## config.mk

```make
export PLATFORM = sky130hd
export DESIGN_NAME = toggle_event_decoder
export DESIGN_NICKNAME = d
export VERILOG_FILES = /design/src/rtl/toggle_event_decoder_pkg.sv /design/src/rtl/toggle_sync.sv /design/src/rtl/toggle_event_decoder.sv
export SDC_FILE = /design/constraint.sdc
export NUM_CORES = 1
export LEC_CHECK = 0
export ABC_AREA = 1
export CAP_MARGIN = 20
export CORE_ASPECT_RATIO = 0.7
export CORE_UTILIZATION = 50
export CTS_BUF_LIST = sky130_fd_sc_hd__clkbuf_4
export DETAILED_ROUTE_END_ITERATION = 8
export DONT_BUFFER_PORTS = 1
export SLEW_MARGIN = 20
export SYNTH_ARGS = -nofsm -noshare
export SYNTH_HDL_FRONTEND = slang
export SYNTH_SLANG_ARGS = --single-unit
```

## constraint.sdc

```tcl
create_clock -name clk -period 1.9 [get_ports clk]
set_input_delay 0.095 -clock clk [delete_from_list [all_inputs] [get_ports clk]]
set_output_delay 0.095 -clock clk [all_outputs]
set_load 0.01 [all_outputs]
```

## src/rtl/toggle_event_decoder_pkg.sv

```systemverilog
// Shared definitions for the toggle-encoded event link receiver: default widths,
// the pending-buffer state enum and the reset reference level of the toggle line.
package toggle_event_decoder_pkg;

  localparam int DEF_SYNC_STAGES = 2;
  localparam int DEF_PEND_W      = 4;
  localparam int DEF_CNT_W       = 16;
  localparam int DEF_FILT_LEN    = 3;

  // Power-up Q of the upstream T flip-flop; both link ends start from this level.
  localparam logic TOG_RESET_LEVEL = 1'b0;

  typedef enum logic [1:0] {
    EMPTY   = 2'd0,
    PENDING = 2'd1,
    FULL    = 2'd2
  } pend_state_e;

  function automatic pend_state_e pend_state(input logic is_zero, input logic is_max);
    if (is_zero) return EMPTY;
    if (is_max)  return FULL;
    return PENDING;
  endfunction

endpackage

```

## src/rtl/toggle_sync.sv

```systemverilog
// Multi-flop synchroniser bringing the asynchronous toggle level into clk.
// All stages reset to the link's reference level so no spurious change is seen.
module toggle_sync
  import toggle_event_decoder_pkg::*;
#(
  parameter int STAGES = DEF_SYNC_STAGES
) (
  input  logic clk,
  input  logic rst_n,
  input  logic d,
  output logic q
);

  logic [STAGES-1:0] sync_q;

  // NOTE: clocked state is always assigned with <= so every flop samples the
  // pre-edge value of its neighbour; blocking here would collapse the chain.
  always_ff @(posedge clk or negedge rst_n) begin
    if (!rst_n) sync_q <= {STAGES{TOG_RESET_LEVEL}};
    else        sync_q <= {sync_q[STAGES-2:0], d};
  end

  assign q = sync_q[STAGES-1];

endmodule

```

## src/rtl/toggle_event_decoder.sv

```systemverilog
// Receive end of a toggle-encoded event link: synchronise, detect each level change,
// pulse once per change, buffer events behind valid/ready and count them.
// Optional glitch filter: define TOGGLE_DECODER_GLITCH_FILTER_EN.
module toggle_event_decoder
  import toggle_event_decoder_pkg::*;
#(
  parameter int SYNC_STAGES = DEF_SYNC_STAGES,
  parameter int PEND_W      = DEF_PEND_W,
  parameter int CNT_W       = DEF_CNT_W,
  parameter int FILT_LEN    = DEF_FILT_LEN
) (
  input  logic              clk,
  input  logic              rst_n,
  input  logic              tog_in,
  output logic              pulse_out,
  output logic              evt_valid,
  input  logic              evt_ready,
  output logic [PEND_W-1:0] pend_cnt,
  output logic [CNT_W-1:0]  evt_total,
  output logic              overflow,
  input  logic              clr_ovf
);

  localparam logic [PEND_W-1:0] PEND_MAX = '1;

  if (SYNC_STAGES < 2) begin : g_bad_sync
    $error("toggle_event_decoder: SYNC_STAGES must be at least 2");
  end
  if (FILT_LEN < 1) begin : g_bad_filt
    $error("toggle_event_decoder: FILT_LEN must be at least 1");
  end

  logic        tog_s;
  logic        lvl;
  logic        tog_q;
  logic        edge_det;
  logic        pop;
  logic        ovf_set;
  logic [PEND_W-1:0] pend_nxt;
  pend_state_e state;

  toggle_sync #(.STAGES(SYNC_STAGES)) u_sync (
    .clk   (clk),
    .rst_n (rst_n),
    .d     (tog_in),
    .q     (tog_s)
  );

`ifdef TOGGLE_DECODER_GLITCH_FILTER_EN
  localparam int FCW = $clog2(FILT_LEN + 1);
  localparam logic [FCW-1:0] FILT_LAST = FCW'(FILT_LEN - 1);

  logic [FCW-1:0] filt_cnt;
  logic           acc_lvl;

  // The accepted level moves only on the FILT_LEN-th consecutive differing sample;
  // any return to the accepted level restarts the count.
  always_ff @(posedge clk or negedge rst_n) begin
    if (!rst_n) begin
      filt_cnt <= '0;
      acc_lvl  <= TOG_RESET_LEVEL;
    end else if (tog_s != acc_lvl) begin
      if (filt_cnt == FILT_LAST) begin
        filt_cnt <= '0;
        acc_lvl  <= tog_s;
      end else begin
        filt_cnt <= filt_cnt + FCW'(1);
      end
    end else begin
      filt_cnt <= '0;
    end
  end

  assign lvl = acc_lvl;
`else
  assign lvl = tog_s;
`endif

  // Either direction of change is one event.
  assign edge_det = lvl ^ tog_q;

  // Pending buffer state is a pure decode of the count.
  assign state = pend_state(pend_cnt == '0, pend_cnt == PEND_MAX);

  always_comb begin
    evt_valid = (state != EMPTY);
  end

  assign pop = evt_valid & evt_ready;

  always_comb begin
    // NOTE: every output of a combinational block gets a default first, so no
    // path leaves it unassigned and no latch is inferred.
    pend_nxt = pend_cnt;
    ovf_set  = 1'b0;
    case ({edge_det, pop})
      2'b10: begin
        if (state == FULL) ovf_set  = 1'b1;
        else               pend_nxt = pend_cnt + PEND_W'(1);
      end
      2'b01:   pend_nxt = pend_cnt - PEND_W'(1);
      default: pend_nxt = pend_cnt;
    endcase
  end

  always_ff @(posedge clk or negedge rst_n) begin
    if (!rst_n) begin
      tog_q     <= TOG_RESET_LEVEL;
      pulse_out <= 1'b0;
      pend_cnt  <= '0;
      evt_total <= '0;
      overflow  <= 1'b0;
    end else begin
      tog_q     <= lvl;
      pulse_out <= edge_det;
      pend_cnt  <= pend_nxt;
      evt_total <= evt_total + CNT_W'(edge_det);
      // A fresh drop outranks a simultaneous clear.
      overflow  <= ovf_set | (overflow & ~clr_ovf);
    end
  end

endmodule

```

==> run metrics <==
outcome complete, no violations; routed length on met3 132 um; min cycle time layout 1740 ps; Simple-Gate Fraction of Synth Area 24.8%; Least-Margin Pin Slew 289 ps; WL per Instance 12.8 um; total power 1.70 mW; Compound-Gate Fraction of Synth Area 2.33%; cell mode on critical path ha_2; Metal-1 WL 1.22 mm; Final period util 91.8%; CTS max path bufs 2; post-route ant nets 0; endpoints failing hold 0; top_reg_cell synth dfrtp_1; Port Buffers 0; die area 0.00267 mm2; multi-input logic area 548 um2; Synth Area in XOR/XNOR 10.6%; Worst Setup Start Kind register; Min-Delay Path Class in2reg; Synth cell types 21; post-synth design cell area 0.00123 mm2; area share of the largest cell type after synthesis 50.7%; first-pass GRT wire length 3.72 mm; R2R setup slack 160 ps; critical-path maximum fanout 4; CTS root buffer clkbuf_4; register area share after synthesis 50.7%; critical path required time 2120 ps; global router's overall resource usage 19.7%; drt initial violations 35; flops & latches, synth 25; DRC errors left 0; final setup fails 0; area grow syn2layout 14.9%; R2R cell count 9; row count 14; Min-Delay Endpoint pend_cnt[3]; post-route setup slack 156 ps; fin nets 154; Core Region 0.00224 mm2; max-slew violations 0; total number of vias 840; sequential standard cell area 626 um2; largest net degree at the start of global routing 26; main combinational cell family by area after synthesis simple AND/OR/NAND/NOR gates; clock skew 3.62 ps; Worst Setup End Kind register; total CTS buffers 3; hold path depth 4; type of the worst setup path reg2reg; Initial DRT Pass Iterations 4; total wire length 2.24 mm; Inserted Diodes 0; hpwl dp 1.61 mm; vias per cell 4.80; Worst-path clk slew 130 ps; Chip Height 43.6 um; initial antenna violation count 0; Post-Syn Instances 128; multiplexer area fraction after synthesis 0%; Avg Synthesized Cell Area 9.64 um2; pwr/cell area 1200 mW/mm2; r2r endpoint evt_total[12]; Final GP Congestion 0.820; area leader, netlist dfrtp_1; Worst-Skew Late Latency 310 ps; final hold slack 95.0 ps; global route overflow 0; setup TNS 0 ps; crit-path cells nand2_1 -> inv_1 -> nor2_2 -> ha_2 -> ha_2 -> nand3_2 -> nor3_4 -> nand3_1 -> xor2_1; Slew HR 80.7%; die span in x 61.4 um; RSZ-0062 raised after global routing false; leakage power total 0.680 nW; adder-cell share of the synthesized area 5.68%; reg-to-reg critical path startpoint u_sync.sync_q[1]; I/O Pins 28; vias in the first global route 823; clk sinks 25; Max Freq 573 MHz; CP max stage delay 430 ps; CTS tree yes; slowest cell on the critical path dfrtp_1; YS warnings 0; DR top layer met4; EDFF count, synth 0; top post-synthesis cells by area dfrtp_1 51%, nand2_1 9.1%, xor2_1 5.7%; worst ir drop on vdd 0.514 mV; Synth Net Count 138; share of cells above drive strength 1 19.6%; FFs w/ async S/R, synth 100%; CP arrival 1960 ps; Setup WS pre-CTS 102 ps; htree depth 1; Initial Util 55.0%; HP Start evt_ready; DR WL met2 865 um; Max-cap violations 0; Fillers 207
==> cell usage after synthesis, types with 3 or more instances <==
cell type	number
nand2_1	30
dfrtp_1	25
inv_1	18
nor2_1	8
xor2_1	8
xnor2_1	7
nand3_2	5
ha_1	4
nand3_1	4
nand2_2	3
nor3_2	3
==> routing by layer <==
metal  global-route usage (%)  vias up
met1                     31.5      387
met4                     6.67        0
met3                     7.46        2
met2                     23.9       20
li1                         -      431
met5                        0        -
==> cells in the final DEF (no fill, tap or decap), drive strengths merged, types with 2 or more instances in the layout <==
cell type,instances
ha,4
nor2,10
dlygate4sd3,4
inv,19
buf,7
nand3,9
xor2,8
nand2,33
nor3,6
clkbuf,3
o21ai,2
xnor2,7
dfrtp,25
==> kinds of logic (layout without fill, tap and decap cells) <==
logic type / Yosys count / after routing
compound gates: 5 / 5
xor+xnor: 15 / 15
fa+ha+maj: 5 / 5
buf+inv: 19 / 34
flops: 25 / 25
simple gates: 59 / 59
==> registers in the layout (all words and copies together) (netlist names) <==
register / flops
evt_total: 16
tog_q: 1
pulse_out: 1
overflow: 1
pend_cnt: 4
u_sync.sync_q: 2
==> what timing repair did <==
| item | in CTS | in global routing |
|---|---|---|
| hold buffers | 5 | 0 |
| endpoints found under the hold margin | 27 | 0 |
| setup buffers | 0 | 1 |
| setup endpoints to repair | 0 | 4 |
| resized for setup | 0 | 3 |
==> final cells by class <==
cell class / instances / share of cell area [%]
clock inverter: 1 / 0.353
sequential: 25 / 44.1
clock buffer: 3 / 1.59
inverter: 19 / 5.03
multi-input combinational: 84 / 38.7
timing repair buffer: 11 / 7.41
tap: 32 / 2.82
==> worst max-delay path by stage <==
stage                      from             to  cells after the start
2_1_floorplan       pend_cnt[3]    pend_cnt[3]                     12
3_3_place_gp   u_sync.sync_q[1]  evt_total[12]                      9
3_5_place_dp   u_sync.sync_q[1]  evt_total[12]                      9
4_1_cts        u_sync.sync_q[1]  evt_total[12]                      9
5_1_grt        u_sync.sync_q[1]   evt_total[8]                     10
6_report       u_sync.sync_q[1]  evt_total[12]                      9
==> through the flow <==
step / cells / util, % / area (um2)
global route: 175 / 63.2 / 1420
floorplan: 128 / - / 1230
finish: 175 / 63.2 / 1420
CTS: 174 / 62.4 / 1400
global placement: 165 / 58.5 / 1310
detailed placement: 165 / 58.5 / 1310
==> where the power goes <==
group | total (mW) | switching, mW | internal [mW]
Sequential | 0.814 | 0.157 | 0.657
Clock | 0.234 | 0.155 | 0.0788
Combinational | 0.654 | 0.394 | 0.260
Total | 1.70 | 0.706 | 0.996
==> worst max-delay path: cells and delay by family, from the launching register on <==
| family | cells | cell delay (ps) |
|---|---|---|
| and+or+nand+nor | 5 | 630 |
| adders and majority gates | 2 | 380 |
| xor gates and xnor gates | 1 | 150 |
| buffers and inverters | 1 | 50 |
| DFF | 1 | 430 |
(Power assumes the default switching activity.)
